### config.mk
export PLATFORM = sky130hd
export DESIGN_NAME = router_input_arbiter
export DESIGN_NICKNAME = d
export VERILOG_FILES = /design/src/rtl/router_input_arbiter.sv
export SDC_FILE = /design/constraint.sdc
export NUM_CORES = 1
export LEC_CHECK = 0
export ABC_AREA = 1
export CORE_MARGIN = 1
export CORE_UTILIZATION = 30
export DETAILED_ROUTE_END_ITERATION = 10
export SYNTH_ARGS = -nofsm -noshare
export SYNTH_HDL_FRONTEND = slang
export SYNTH_SLANG_ARGS = --single-unit
export TNS_END_PERCENT = 30
### constraint.sdc
create_clock -name clk_i -period 2.4 [get_ports clk_i]
set_input_delay 0.48 -clock clk_i [delete_from_list [all_inputs] [get_ports clk_i]]
set_output_delay 0.48 -clock clk_i [all_outputs]
set_load 0.01 [all_outputs]
### src/rtl/router_input_arbiter.sv
`default_nettype none
// ============================================================================
// Module   : router_input_arbiter
// Purpose  : Round-robin arbiter sharing one router input port among NUM_REQ
//            sources. Each cycle at most one source is granted and its
//            [addr|data] word is registered into a one-entry output stage
//            that drives the router. The output stage may reload in the same
//            cycle it drains, giving one word per cycle at full throughput.
// Ports    : clk_i, rst_i        clock / asynchronous active-high reset
//            req_valid_i         per-source word valid
//            req_data_i          per-source words, source i at [i*DATA_WIDTH +: DATA_WIDTH]
//            req_ready_o         per-source accept (one-hot or zero)
//            out_valid_o         registered word valid toward router
//            out_data_o          registered word toward router
//            out_ready_i         router ready
//            grant_id_o          source index of the word on out_data_o
//            stat_clr_i          synchronous clear of grant counters (ARB_STATS_EN)
//            grant_cnt_o         saturating per-source grant counters (ARB_STATS_EN)
// Options  : define ARB_STATS_EN to add the grant counters and their ports.
// Revision : 1.0 - initial release
// ============================================================================
module router_input_arbiter #(
  parameter int NUM_REQ    = 4,
  parameter int DATA_WIDTH = 10,
  parameter int STAT_W     = 16
) (
  input  logic                          clk_i,
  input  logic                          rst_i,
  input  logic [NUM_REQ-1:0]            req_valid_i,
  input  logic [NUM_REQ*DATA_WIDTH-1:0] req_data_i,
  output logic [NUM_REQ-1:0]            req_ready_o,
  output logic                          out_valid_o,
  output logic [DATA_WIDTH-1:0]         out_data_o,
  input  logic                          out_ready_i,
  output logic [$clog2(NUM_REQ)-1:0]    grant_id_o
`ifdef ARB_STATS_EN
  ,
  input  logic                          stat_clr_i,
  output logic [NUM_REQ*STAT_W-1:0]     grant_cnt_o
`endif
);

  localparam int IDX_W = $clog2(NUM_REQ);

  logic [DATA_WIDTH-1:0] req_word [NUM_REQ];

  logic [IDX_W-1:0]      last_grant_q, last_grant_d;
  logic                  out_valid_q, out_valid_d;
  logic [DATA_WIDTH-1:0] out_data_q, out_data_d;
  logic [IDX_W-1:0]      grant_id_q, grant_id_d;

  logic                  grant_found;
  logic [IDX_W-1:0]      grant_idx;
  logic [IDX_W-1:0]      cand_idx;
  int                    cand;
  logic                  slot_free;
  logic                  accept;
  logic [NUM_REQ-1:0]    ready_vec;

  generate
    for (genvar i = 0; i < NUM_REQ; i++) begin : g_unpack
      assign req_word[i] = req_data_i[i*DATA_WIDTH +: DATA_WIDTH];
    end
  endgenerate

  // Circular search starting just after the last granted source. The modulo
  // keeps candidate indices inside 0..NUM_REQ-1 for any NUM_REQ.
  always_comb begin
    grant_found = 1'b0;
    grant_idx   = '0;
    cand        = 0;
    cand_idx    = '0;
    for (int k = 1; k <= NUM_REQ; k++) begin
      cand     = (int'(last_grant_q) + k) % NUM_REQ;
      cand_idx = IDX_W'(cand);
      if (!grant_found && req_valid_i[cand_idx]) begin
        grant_found = 1'b1;
        grant_idx   = cand_idx;
      end
    end
  end

  // rst_i gates the handshake so no source believes it was accepted while
  // the output stage is held in reset.
  assign slot_free = ~out_valid_q | out_ready_i;
  assign accept    = slot_free & grant_found & ~rst_i;

  always_comb begin
    ready_vec            = '0;
    ready_vec[grant_idx] = accept;
  end

  assign req_ready_o = ready_vec;

  // Next state of the output stage and priority pointer. The pointer moves
  // only on an accept, so stalls and idle cycles leave priority untouched.
  always_comb begin
    last_grant_d = last_grant_q;
    out_valid_d  = out_valid_q;
    out_data_d   = out_data_q;
    grant_id_d   = grant_id_q;
    if (accept) begin
      last_grant_d = grant_idx;
      out_valid_d  = 1'b1;
      out_data_d   = req_word[grant_idx];
      grant_id_d   = grant_idx;
    end else if (out_ready_i) begin
      out_valid_d  = 1'b0;
    end
  end

  always_ff @(posedge clk_i or posedge rst_i) begin
    if (rst_i) begin
      last_grant_q <= IDX_W'(NUM_REQ - 1);
      out_valid_q  <= 1'b0;
      out_data_q   <= '0;
      grant_id_q   <= '0;
    end else begin
      last_grant_q <= last_grant_d;
      out_valid_q  <= out_valid_d;
      out_data_q   <= out_data_d;
      grant_id_q   <= grant_id_d;
    end
  end

  assign out_valid_o = out_valid_q;
  assign out_data_o  = out_data_q;
  assign grant_id_o  = grant_id_q;

`ifdef ARB_STATS_EN
  generate
    for (genvar i = 0; i < NUM_REQ; i++) begin : g_stats
      logic [STAT_W-1:0] cnt_q, cnt_d;

      // Clear has priority over a same-cycle increment; counting stops at
      // all-ones instead of wrapping.
      always_comb begin
        cnt_d = cnt_q;
        if (stat_clr_i) begin
          cnt_d = '0;
        end else if (accept && (grant_idx == IDX_W'(i)) && (cnt_q != {STAT_W{1'b1}})) begin
          cnt_d = cnt_q + STAT_W'(1);
        end
      end

      always_ff @(posedge clk_i or posedge rst_i) begin
        if (rst_i) begin
          cnt_q <= '0;
        end else begin
          cnt_q <= cnt_d;
        end
      end

      assign grant_cnt_o[i*STAT_W +: STAT_W] = cnt_q;
    end
  endgenerate
`else
  localparam int STAT_W_UNUSED = STAT_W;
`endif

endmodule
`default_nettype wire

# Yosys cells after proc, flatten, opt, wreduce, memory -nomap -nowiden
# Cells that the tools add are included.
[word_totals]
romBits = 0
latch_bits = 0
register_bits = 15
ramBits = 0
memories = 0
[op_classes]
n_mux = 23
n_lt_le_gt_ge = 7
shift = 0
multipliers = 0
n_eq_ne = 0
n_reduce_logical = 8
addsub = 4
bitwise_logic = 7
div = 0
[op_table]
columns = ["op", "count"]
rows = [
  ["binary-select mux 10 bit (select 2 bit)", 1],
  ["2-to-1 mux 10 bit", 2],
  ["less-than comparator 2 x 3 -> 1 bit (second input constant)", 5],
  ["2-to-1 mux 1 bit", 11],
  ["binary-select mux 1 bit (select 2 bit)", 4],
  ["2-to-1 mux 2 bit", 4],
  ["adder 2 x 1 -> 2 bit (second input constant)", 2],
  ["adder 2 bit (second input constant)", 2],
  ["bitwise AND 4 bit", 1],
  ["logical AND 1 bit", 4],
  [">= comparator 3 bit (second input constant)", 1],
  ["zero test 1 bit", 3],
  ["inverter 2 -> 3 bit", 1],
  ["bitwise AND 1 bit", 2],
  ["demux 1 bit (select 2 bit)", 1],
  [">= comparator 2 x 1 -> 1 bit (second input constant)", 1],
  ["inverter 1 bit", 2],
  ["nonzero test 2 bit", 1],
  ["bitwise OR 1 bit", 1],
]

# Longest topological paths before layout
# Gate-level depths: netlist of run 1.
[depth]
ltp_word = 18
depth_mapped = 17
ltp_nobuf = 15

# Least setup slack after synthesis of run 1
# No wires, ideal clock.
[synth_path]
path_kind = "register to output"
start = "register last_grant_q[0]"
end = "output port req_ready_o[0]"
t_required_ns = 1.920
arrival_time_ns = 1.777
stages_incl_launch_ff = 13
path_slack_ns = 0.143
cell_sequence = "dfstp_2 -> buf_6 -> inv_8 -> nand2_1 -> nand2_1 -> nand2_1 -> o21ai_1 -> nand3_1 -> nand2_1 -> nor2_4 -> clkinv_2 -> buf_6 -> nor3_1"
[synth_between]
elab_chain_cells = 18
elab_cells_between_ends = 34
classes_between = "add/sub (4); order compare (2); mux (18); bitwise (3); reduce/logical (7)"
[synth_lines]
columns = ["element", "line", "source"]
rows = [
  ["start: declaration", "47", "logic [IDX_W-1:0] last_grant_q, last_grant_d;"],
  ["start signal: assignment", "114", "last_grant_q <= IDX_W'(NUM_REQ - 1);"],
  ["start signal: assignment", "119", "last_grant_q <= last_grant_d;"],
  ["adder 2 x 1 -> 2 bit", "74", "cand = (int'(last_grant_q) + k) % NUM_REQ;"],
  ["binary-select mux 1 bit (select 2 bit)", "76", "if (!grant_found && req_valid_i[cand_idx]) begin"],
  ["2-to-1 mux 1 bit (implied by the code)", "76", ""],
  ["2-to-1 mux 1 bit", "76", ""],
  ["zero test 1 bit", "76", ""],
  ["logical AND 1 bit", "76", ""],
  ["2-to-1 mux 1 bit", "76", ""],
  ["zero test 1 bit", "76", ""],
  ["[2 not listed]", "n/a", ""],
  ["zero test 1 bit", "76", ""],
  ["logical AND 1 bit", "76", ""],
  ["2-to-1 mux 2 bit", "76", ""],
  ["less-than comparator 2 x 3 -> 1 bit (implied by the code) / >= comparator 2 x 1 -> 1 bit (equally long branches)", "90", "ready_vec[grant_idx] = accept;"],
  ["logical AND 1 bit (implied by the code)", "90", ""],
  ["2-to-1 mux 1 bit (implied by the code)", "90", ""],
  ["demux 1 bit (select 2 bit)", "90", ""],
  ["bitwise AND 4 bit (no source line) *", "n/a", ""],
  ["end: declaration", "31", "output logic [NUM_REQ-1:0] req_ready_o,"],
]
# Every way passes the cells marked *; elsewhere a longest branch is shown, timed or not. The select of a mux whose other input is x is not followed.

# Final worst setup path of run 1
[layout_path]
start = "register last_grant_q[0]"
end = "output port req_ready_o[3]"
# Same word-level chain as after synthesis.

==> qor.csv, run 1 <==
metric;value;unit
fill count;499;
Final Hold Fails;0;
Cell Pwr Density;1667;mW/mm^2
Hold Crit Start;out_data_o[5]$_DFFE_PP0P_;
unrepaired setup endpoints after global routing;true;
CTS tree;yes;
Synth Instances;220;
placed cell count;357;
Max transition margin;80.35;%
Final Non-Filler Cells;374;
drt total wl;4.360;mm
FF+latch count, synth;15;
Routed Antenna Nets;0;
Critical Path AT;2090;ps
post-place setup slack;-589.7;ps
share of layout cells above drive strength 1;32.57;%
global-route wire length before repair;6.996;mm
Hold WS;480.8;ps
slowest library cell on the worst path;dfstp_2;
critical path cell sequence;nand2_1 -> nand3_1 -> nand2_2 -> nor2_8 -> buf_12 -> nand4_4 -> nand3_4 -> nand2_4 -> nor2_4 -> buf_6;
slowest cell delay on critical path;690;ps
Die Area;0.005163;sq mm
Post-Syn Area;0.001464;sq mm
final setup fails;4;
Bufs and invs on worst path;2;
Crit. Startpoint;last_grant_q[0]$_DFFE_PP1P_;
class of the worst hold path;reg2reg;
Die Width;71.86;um
Max Fclk;389.0;MHz
CP Capture Type;output pin;
cts hold-fix bufs;0;
minimum clock period;2571;ps
initial antenna violation count;0;
GP Congestion;0.8076;
worst path required time;1920;ps
Yosys top cell area share;27.69;%
setup tns final;-607.9;ps
origin of the critical flop-to-flop path;last_grant_q[0]$_DFFE_PP1P_;
clock tree sinks;15;
Avg Cell Area, Syn;6.654;sq um
Via density;4.540;
critical path type;reg2out;
CP startpoint kind;flop;
Max Cap Viol;0;
Final WS setup;-170.8;ps
io pins;64;
Total GRT Usage;17.02;%
status;complete, but fails checks;
core footprint;0.004723;sq mm
DRC viols;0;
HPWL Detailed;3.187;mm
final core utilization;51.89;%
Root Driver;clkbuf_8;
CP delay by family, top;simple AND/OR/NAND/NOR gates;
starting density of the core;30.99;%
ANT cells;0;
port bufs;63;
Clock Skew;4.260;ps
vias in the first global route;1591;
syn nets;267;
clk buf depth;2;
Synth-to-Final Area Change;67.44;%
final period utilization;107.1;%
Synth area leaders;nand2_1 28%, dfrtp_1 22%, nand2_2 9.8%, nand4_1 9.4%, dfstp_2 3.6%;
Synth Warn #;0;
Worst-path clk slew;60;ps
row count;25;
leakage;1.243;nW
CTS buffer count;3;
unique cell type count in the Yosys netlist;28;
cell accounting for the most synthesized area;nand2_1;
Die Y;71.86;um
Final nets;355;
pin count of the biggest net entering global routing;21;
failing checks;negative setup slack;
Final Max Tran Viols;0;
GR Overflow Total;0;
initial DRC count;99;
TritonRoute pass-1 iters;6;
DR WL/cell;11.66;um
H-Tree Level Count;1;
routed vias;1698;
peak fanout along the critical path;8;
Worst VDD drop;0.8097;mV
worst skew pair latency;240;ps
register area share after synthesis;25.81;%
Worst Tran Pin Value;294.7;ps
[tightest hold or removal path, cell delays in order (launching register included)]
cell and delay [ps]:
dfrtp_1 340, nand2_1 50, nand2_1 60
[sequential cells by signal, indices dropped and copies added (netlist names)]
signal,flops
grant_id_o,2
last_grant_q,2
out_data_o,10
out_valid_o,1
[timing repair]
action | 4_1_cts | 5_1_grt
cloned | 0 | 0
gates resized for setup | 36 | 11
setup buffers | 9 | 4
setup endpoints to repair | 4 | 12
pin swaps | 9 | 13
[area by class of cell]
cell class	instances	area [sq um]	area share (%)
Clock buffer	4	45.04	1.838
Sequential cell	15	377.9	15.42
Timing Repair Buffer	96	878.3	35.83
Tap cell	67	83.83	3.420
Inverter	12	55.05	2.246
Multi-Input combinational cell	180	1011	41.25
[synth_stat cells]
| master | instances |
|---|---|
| inv_2 | 2 |
| nor2_4 | 1 |
| and2_4 | 1 |
| o21ai_0 | 1 |
| nand2_2 | 23 |
| nand2_1 | 108 |
| nor2_1 | 4 |
| nor2_8 | 1 |
| dfstp_2 | 2 |
| clkinv_2 | 1 |
| buf_2 | 6 |
| nand4_1 | 22 |
| nor2_2 | 1 |
| nand3_2 | 2 |
| buf_8 | 1 |
| o21ai_1 | 2 |
| inv_1 | 8 |
| nand2_4 | 4 |
| inv_8 | 1 |
| buf_4 | 3 |
| o21a_1 | 1 |
| dfrtp_1 | 13 |
| nor3_1 | 1 |
| buf_6 | 2 |
| buf_12 | 1 |
| nand3_4 | 2 |
| nand3_1 | 5 |
| nand4_4 | 1 |
[placed cells by master, fill, tap and decap left out, types with 3 or more instances in the layout]
cell              n
clkbuf_8          3
clkdlybuf4s50_1  57
nand2_1          94
inv_1             8
nand3_1           5
nand2_4          10
nand2_2          31
buf_4            31
nand4_1          22
buf_2             3
dfrtp_1          13
nor2_4            3
[per-stage QoR]
step	total power [W]	instance area, sq um
after CTS	0.003947	2385
after global routing	0.004523	2451
after floorplan	0.002778	1464
final	0.004086	2451
after global placement	0.003530	2218
after detailed placement	0.003521	2218
[path summary, 6_finish.rpt]
path	cells after the start	endpoint	slack [ps]
max in group asynchronous	3	last_grant_q[1]$_DFFE_PP1P_	1510
worst max register to register	14	out_data_o[2]$_DFFE_PP0P_	80
worst min-delay path	2	out_data_o[5]$_DFFE_PP0P_	480
worst max-delay path	10	req_ready_o[3]	-170
min in group asynchronous	3	out_data_o[7]$_DFFE_PP0P_	640
worst min register to register	2	out_data_o[5]$_DFFE_PP0P_	480
[logic make-up (layout without fill, tap and decap cells)]
logic type,count (synthesis),count (layout),share of synthesized area [%]
buffers and inverters,25,112,11.20
AND/OR/NAND/NOR,176,176,61.45
flip-flops,15,15,25.81
AO/OA/AOI/OAI,4,4,1.538
[per-layer routing]
layer  global-route usage, %  vias to the layer above  share of wire, %
met2                   31.03                       57                49
met1                   21.83                      762                45
met5                       0                        -                 0
met3                   3.797                        0               6.0
met4                       0                        0                 0
li1                        -                      879                 -
[power by group]
| group | switching (W) | internal, W |
|---|---|---|
| registers | 0.000103 | 0.000390 |
| logic | 0.00194 | 0.00145 |
| clock network | 0.0000818 | 0.000117 |
| total | 0.00212 | 0.00196 |
(Power assumes the default switching activity.)
==> run 2, diff against run 1 <==
Settings changed: CTS_BUF_LIST from default to sky130_fd_sc_hd__clkbuf_4, CTS_CLUSTER_SIZE from default to 25.
==> qor.csv, run 2 (synthesis results as in run 1) <==
metric;value;unit;change
CTS buffer count;3;;unchanged
CP startpoint kind;flop;;unchanged
CP Capture Type;output pin;;unchanged
peak fanout along the critical path;8;;unchanged
Cell Pwr Density;1648;mW/mm^2;was 1667 mW/mm^2
CTS tree;yes;;unchanged
class of the worst hold path;reg2reg;;unchanged
ANT cells;0;;unchanged
final period utilization;108.5;%;was 107.1%
clk buf depth;2;;unchanged
slowest library cell on the worst path;dfstp_4;;was dfstp_2
placed cell count;357;;unchanged
unrepaired setup endpoints after global routing;true;;unchanged
Total GRT Usage;16.72;%;was 17.02%
worst skew pair latency;280;ps;was 240 ps
Final Max Tran Viols;0;;unchanged
Clock Skew;5.937;ps;was 4.260 ps
dpl cell area;0.002218;sq mm;unchanged
Max Fclk;383.9;MHz;was 389.0 MHz
failing checks;negative setup slack;;unchanged
H-Tree Level Count;1;;unchanged
sequential share of power;12.9;%;was 12.1%
cts hold-fix bufs;0;;unchanged
Die Width;71.86;um;unchanged
io pins;64;;unchanged
Worst-path clk slew;90;ps;was 60 ps
routed vias;1662;;was 1,698
Final Hold Fails;0;;unchanged
most frequent CP cell;nand2_2;;
Final nets;351;;was 355
Reg2Reg Setup Slack;120;ps;was 80 ps
HPWL Detailed;3.187;mm;unchanged
minimum clock period;2605;ps;was 2571 ps
Via density;4.492;;was 4.540
Worst Tran Pin Value;295.5;ps;was 294.7 ps
P_int;0.001848;W;was 0.001961 W
TritonRoute pass-1 iters;6;;unchanged
leakage;1.200;nW;was 1.243 nW
most frequent cells in the layout;95 x nand2_1, 58 x clkdlybuf4s50_1, 33 x nand2_2, 28 x buf_4, 22 x nand4_1;;was 94 x nand2_1, 57 x clkdlybuf4s50_1, 31 x nand2_2, 31 x buf_4, 22 x nand4_1
port bufs;63;;unchanged
NetSw;0.002060;W;was 0.002125 W
leading cell type in the layout, fill and taps excluded;nand2_1;;unchanged
GP Congestion;0.8076;;unchanged
Hold WS;487.5;ps;was 480.8 ps
global-route wire length before repair;6.824;mm;was 6.996 mm
Worst VDD drop;0.8109;mV;was 0.8097 mV
Root Driver;clkbuf_4;;was clkbuf_8
critical path type;reg2out;;unchanged
drt total wl;4.285;mm;was 4.360 mm
CP delay by family, top;flip-flops;;was simple AND/OR/NAND/NOR gates
Die Y;71.86;um;unchanged
critical path cell sequence;inv_8 -> nand2_2 -> nand2_4 -> nand2_4 -> buf_4 -> nand3_2 -> o21a_1 -> nand2_2 -> nor2_4 -> inv_4 -> nand2_2 -> nor2_1 -> buf_2;;was nand2_1 -> nand3_1 -> nand2_2 -> nor2_8 -> buf_12 -> nand4_4 -> nand3_4 -> nand2_4 -> nor2_4 -> buf_6
Max Cap Viol;0;;unchanged
Tot Pwr;0.003909;W;was 0.004086 W
share of layout cells above drive strength 1;31.02;%;was 32.57%
Final WS setup;-204.7;ps;was -170.8 ps
Finished Cell Area;0.002372;sq mm;was 0.002451 sq mm
Routed Antenna Nets;0;;unchanged
initial antenna violation count;0;;unchanged
initial DRC count;90;;was 99
DRC viols;0;;unchanged
DR WL/cell;11.58;um;was 11.66 um
pin count of the biggest net entering global routing;21;;unchanged
clock tree sinks;15;;unchanged
Clock power frac;3.9;%;was 4.9%
Sw Ratio;52.71;%;was 52.01%
Final Non-Filler Cells;370;;was 374
row count;25;;unchanged
Gate power share;83.2;%;was 83.1%
Synth-to-Final Area Change;62.05;%;was 67.44%
vias in the first global route;1562;;was 1,591
worst path required time;1920;ps;about the same
Bufs and invs on worst path;4;;was 2
Max transition margin;80.30;%;was 80.35%
final setup fails;4;;unchanged
starting density of the core;30.99;%;unchanged
status;complete, but fails checks;;unchanged
core footprint;0.004723;sq mm;unchanged
Largest register FFs;10;;unchanged
setup tns final;-709.7;ps;was -607.9 ps
Die Area;0.005163;sq mm;unchanged
GR Overflow Total;0;;unchanged
slowest cell delay on critical path;710;ps;was 690 ps
Critical Path AT;2120;ps;was 2090 ps
-- run 2: cell types whose count changed in the layout (fill, tap and decap cells not counted), sizes merged --
| cell | delta |
|---|---|
| buf | -4 |
| clkdlybuf4s50 | +1 |
| dlygate4sd2 | -1 |
-- run 2: power groups by stage --
stage	Sequential (W)	Clock, W	Combinational [W]
global route	0.000522	0.000171	0.00364
floorplan	0.000500	0	0.00228
CTS	0.000498	0.000157	0.00320
finish	0.000506	0.000153	0.00325
global placement	0.000496	0	0.00303
detailed placement	0.000492	0	0.00303
-- run 2: cell type report --
type,count,area (sq um)
Fill cell,503,2351
Multi-Input combinational cell,180,982.2
Timing Repair Buffer,92,839.6
Sequential cell,15,381.6
Tap cell,67,83.83
Inverter,12,55.05
Clock buffer,4,30.03
-- run 2: timing repair --
action	4_1_cts	5_1_grt
hold endpoints to repair	0	0
gates cloned	0	0
setup endpoints to repair	4	12
pin swaps	10	8
resized for setup	29	9
buffers inserted	8	1
-- run 2: metrics by stage --
step / utilization (%) / setup WS, ps
floorplan: - / 143.4
global placement: 46.97 / -595.3
detailed placement: 46.97 / -589.7
CTS: 49.48 / -199.8
global route: 50.23 / -307.5
finish: 50.23 / -204.7
-- run 2: path summary, 6_finish.rpt --
kind | endpoint | cells after the start | from
max | req_ready_o[2] | 13 | last_grant_q[0]$_DFFE_PP1P_
min | out_data_o[5]$_DFFE_PP0P_ | 2 | out_data_o[5]$_DFFE_PP0P_
max reg2reg | out_data_o[2]$_DFFE_PP0P_ | 16 | last_grant_q[0]$_DFFE_PP1P_
min reg2reg | out_data_o[5]$_DFFE_PP0P_ | 2 | out_data_o[5]$_DFFE_PP0P_
max in group asynchronous | last_grant_q[1]$_DFFE_PP1P_ | 3 | rst_i
min in group asynchronous | out_data_o[7]$_DFFE_PP0P_ | 3 | rst_i
-- run 2: worst reg2reg max path, cell delays in order, from the launching register on --
cell	delay (ps)
dfstp_4	710
inv_8	70
nand2_2	70
nand2_4	70
nand2_4	80
nand2_4	70
nor2_8	110
buf_12	120
nand4_4	80
nand3_4	130
buf_4	310
nand2_1	90
nand2_1	70
nand2_1	70
nand2_1	70
nand2_1	40
nand2_1	50
-- run 2: metal layers --
layer  part of all wire, %  GRT usage (%)
met5                     0              0
met4                     0         0.6536
met3                   6.4          4.219
met2                    49          29.87
met1                    45          21.39
==> run 3, diff against run 2 <==
Settings changed: CORE_UTILIZATION 30 to 44, PLACE_DENSITY from default to 0.83.
==> qor.csv, run 3 (synthesis results as in run 1) <==
metric;value;unit;change
Tot Pwr;0.003828;W;was 0.003909 W
leakage;1.193;nW;was 1.200 nW
Routed Antenna Nets;0;;unchanged
final period utilization;108.7;%;was 108.5%
critical path type;reg2out;;unchanged
drt total wl;4.182;mm;was 4.285 mm
class of the worst hold path;reg2reg;;unchanged
port bufs;63;;unchanged
most frequent cells in the layout;94 x nand2_1, 59 x clkdlybuf4s50_1, 28 x nand2_2, 22 x nand4_1, 22 x buf_4;;was 95 x nand2_1, 58 x clkdlybuf4s50_1, 33 x nand2_2, 28 x buf_4, 22 x nand4_1
CTS buffer count;3;;unchanged
unrepaired setup endpoints after global routing;true;;unchanged
H-Tree Level Count;1;;unchanged
DRC viols;0;;unchanged
Worst Tran Pin Value;297.0;ps;was 295.5 ps
Clock Skew;12.14;ps;was 5.937 ps
TritonRoute pass-1 iters;4;;was 6
Hold Crit Start;out_data_o[0]$_DFFE_PP0P_;;was out_data_o[5]$_DFFE_PP0P_
CTS tree;yes;;unchanged
Synth-to-Final Area Change;59.32;%;was 62.05%
row count;20;;was 25
CP Capture Type;output pin;;unchanged
leading cell type in the layout, fill and taps excluded;nand2_1;;unchanged
HPWL Detailed;3.038;mm;was 3.187 mm
Multi-input gate area;0.001021;sq mm;was 982.2 sq um
sequential standard cell area;377.9;sq um;was 381.6 sq um
Final Hold Fails;0;;unchanged
Max transition margin;80.20;%;was 80.30%
vias in the first global route;1557;;was 1,562
final setup fails;4;;unchanged
Worst-path clk slew;100;ps;was 90 ps
Final Max Tran Viols;0;;unchanged
clock tree sinks;15;;unchanged
starting density of the core;47.18;%;was 30.99%
dpl cell area;0.002175;sq mm;was 0.002218 sq mm
final core utilization;75.16;%;was 50.23%
Final nets;345;;was 351
worst path required time;1920;ps;about the same
Largest register FFs;10;;unchanged
Worst VDD drop;1.749;mV;was 0.8109 mV
share of layout cells above drive strength 1;30.30;%;was 31.02%
routed vias;1686;;was 1,662
status;complete, but fails checks;;unchanged
initial antenna violation count;0;;unchanged
Via density;4.944;;was 4.492
fill count;263;;was 503
Max Cap Viol;0;;unchanged
Critical Path AT;2130;ps;was 2120 ps
DR WL/cell;12.26;um;was 11.58 um
Final WS setup;-208.6;ps;was -204.7 ps
origin of the critical flop-to-flop path;last_grant_q[0]$_DFFE_PP1P_;;unchanged
core footprint;0.003103;sq mm;was 0.004723 sq mm
setup tns final;-798.0;ps;was -709.7 ps
peak fanout along the critical path;8;;unchanged
Finished Cell Area;0.002332;sq mm;was 0.002372 sq mm
pin count of the biggest net entering global routing;21;;unchanged
initial DRC count;121;;was 90
ANT cells;0;;unchanged
Die Y;59.68;um;was 71.86 um
Total GRT Usage;24.98;%;was 16.72%
Crit. Startpoint;last_grant_q[0]$_DFFE_PP1P_;;unchanged
Root Driver;clkbuf_4;;unchanged
failing checks;negative setup slack;;unchanged
cts hold-fix bufs;0;;unchanged
clk buf depth;2;;unchanged
Max Fclk;383.3;MHz;was 383.9 MHz
io pins;64;;unchanged
GP Congestion;0.8390;;was 0.8076
Die Width;59.68;um;was 71.86 um
Die Area;0.003562;sq mm;was 0.005163 sq mm
global-route wire length before repair;6.741;mm;was 6.824 mm
worst skew pair latency;290;ps;was 280 ps
Cell Pwr Density;1641;mW/mm^2;was 1648 mW/mm^2
CP startpoint kind;flop;;unchanged
post-place setup slack;-570.4;ps;was -589.7 ps
GR Overflow Total;0;;unchanged
minimum clock period;2609;ps;was 2605 ps
-- run 3: stage by stage --
stage	instances	hold slack [ps]
2_1_floorplan	220	395.6
3_3_place_gp	332	462.9
3_5_place_dp	332	464.5
4_1_cts	340	488.3
5_1_grt	341	505.7
6_report	341	485.0
-- run 3: repair_timing --
action | 4_1_cts | 5_1_grt
buffers inserted | 4 | 1
endpoints found under the setup margin | 4 | 4
pin swaps | 9 | 12
gates resized for setup | 32 | 12
-- run 3: path summary, 6_finish.rpt --
check	depth (start not counted)	slack, ps	to
max in group asynchronous	3	1610	last_grant_q[1]$_DFFE_PP1P_
worst max-delay path	12	-210	req_ready_o[2]
worst min-delay path	2	480	out_data_o[0]$_DFFE_PP0P_
worst max register to register	15	160	out_data_o[7]$_DFFE_PP0P_
min in group asynchronous	3	540	out_data_o[2]$_DFFE_PP0P_
worst min register to register	2	480	out_data_o[0]$_DFFE_PP0P_
-- run 3: worst max-delay path, cell delays in order, from the launching register on --
cell,delay [ps]
dfstp_2,700
inv_8,100
nand2_4,70
nand3_1,80
nand2_2,150
nand3_2,100
o21a_1,180
nand2_2,80
nor2_4,50
inv_4,60
nand2_2,50
nor2_1,80
buf_2,130
-- run 3: per-layer routing --
metal  global-route usage, %  routed length, um  up-vias
li1                        -                  -      856
met1                   30.62               1775      759
met2                   44.60               2098       65
met3                   5.411                260        6
met4                   5.316                 46        0
met5                       0                  0        -
-- run 3: cell type report --
type | count | area share, %
Tap cell | 44 | 2.361
Clock buffer | 3 | 0.9657
Clock inverter | 1 | 0.2146
Sequential cell | 15 | 16.20
Multi-Input combinational cell | 180 | 43.78
Inverter | 12 | 2.361
Timing Repair Buffer | 86 | 34.12
-- run 3: report_power, final --
part,total [W],switching [W],internal [W]
sequential,0.000484,0.0000948,0.000389
combinational,0.00320,0.00189,0.00131
clock,0.000145,0.0000828,0.0000619
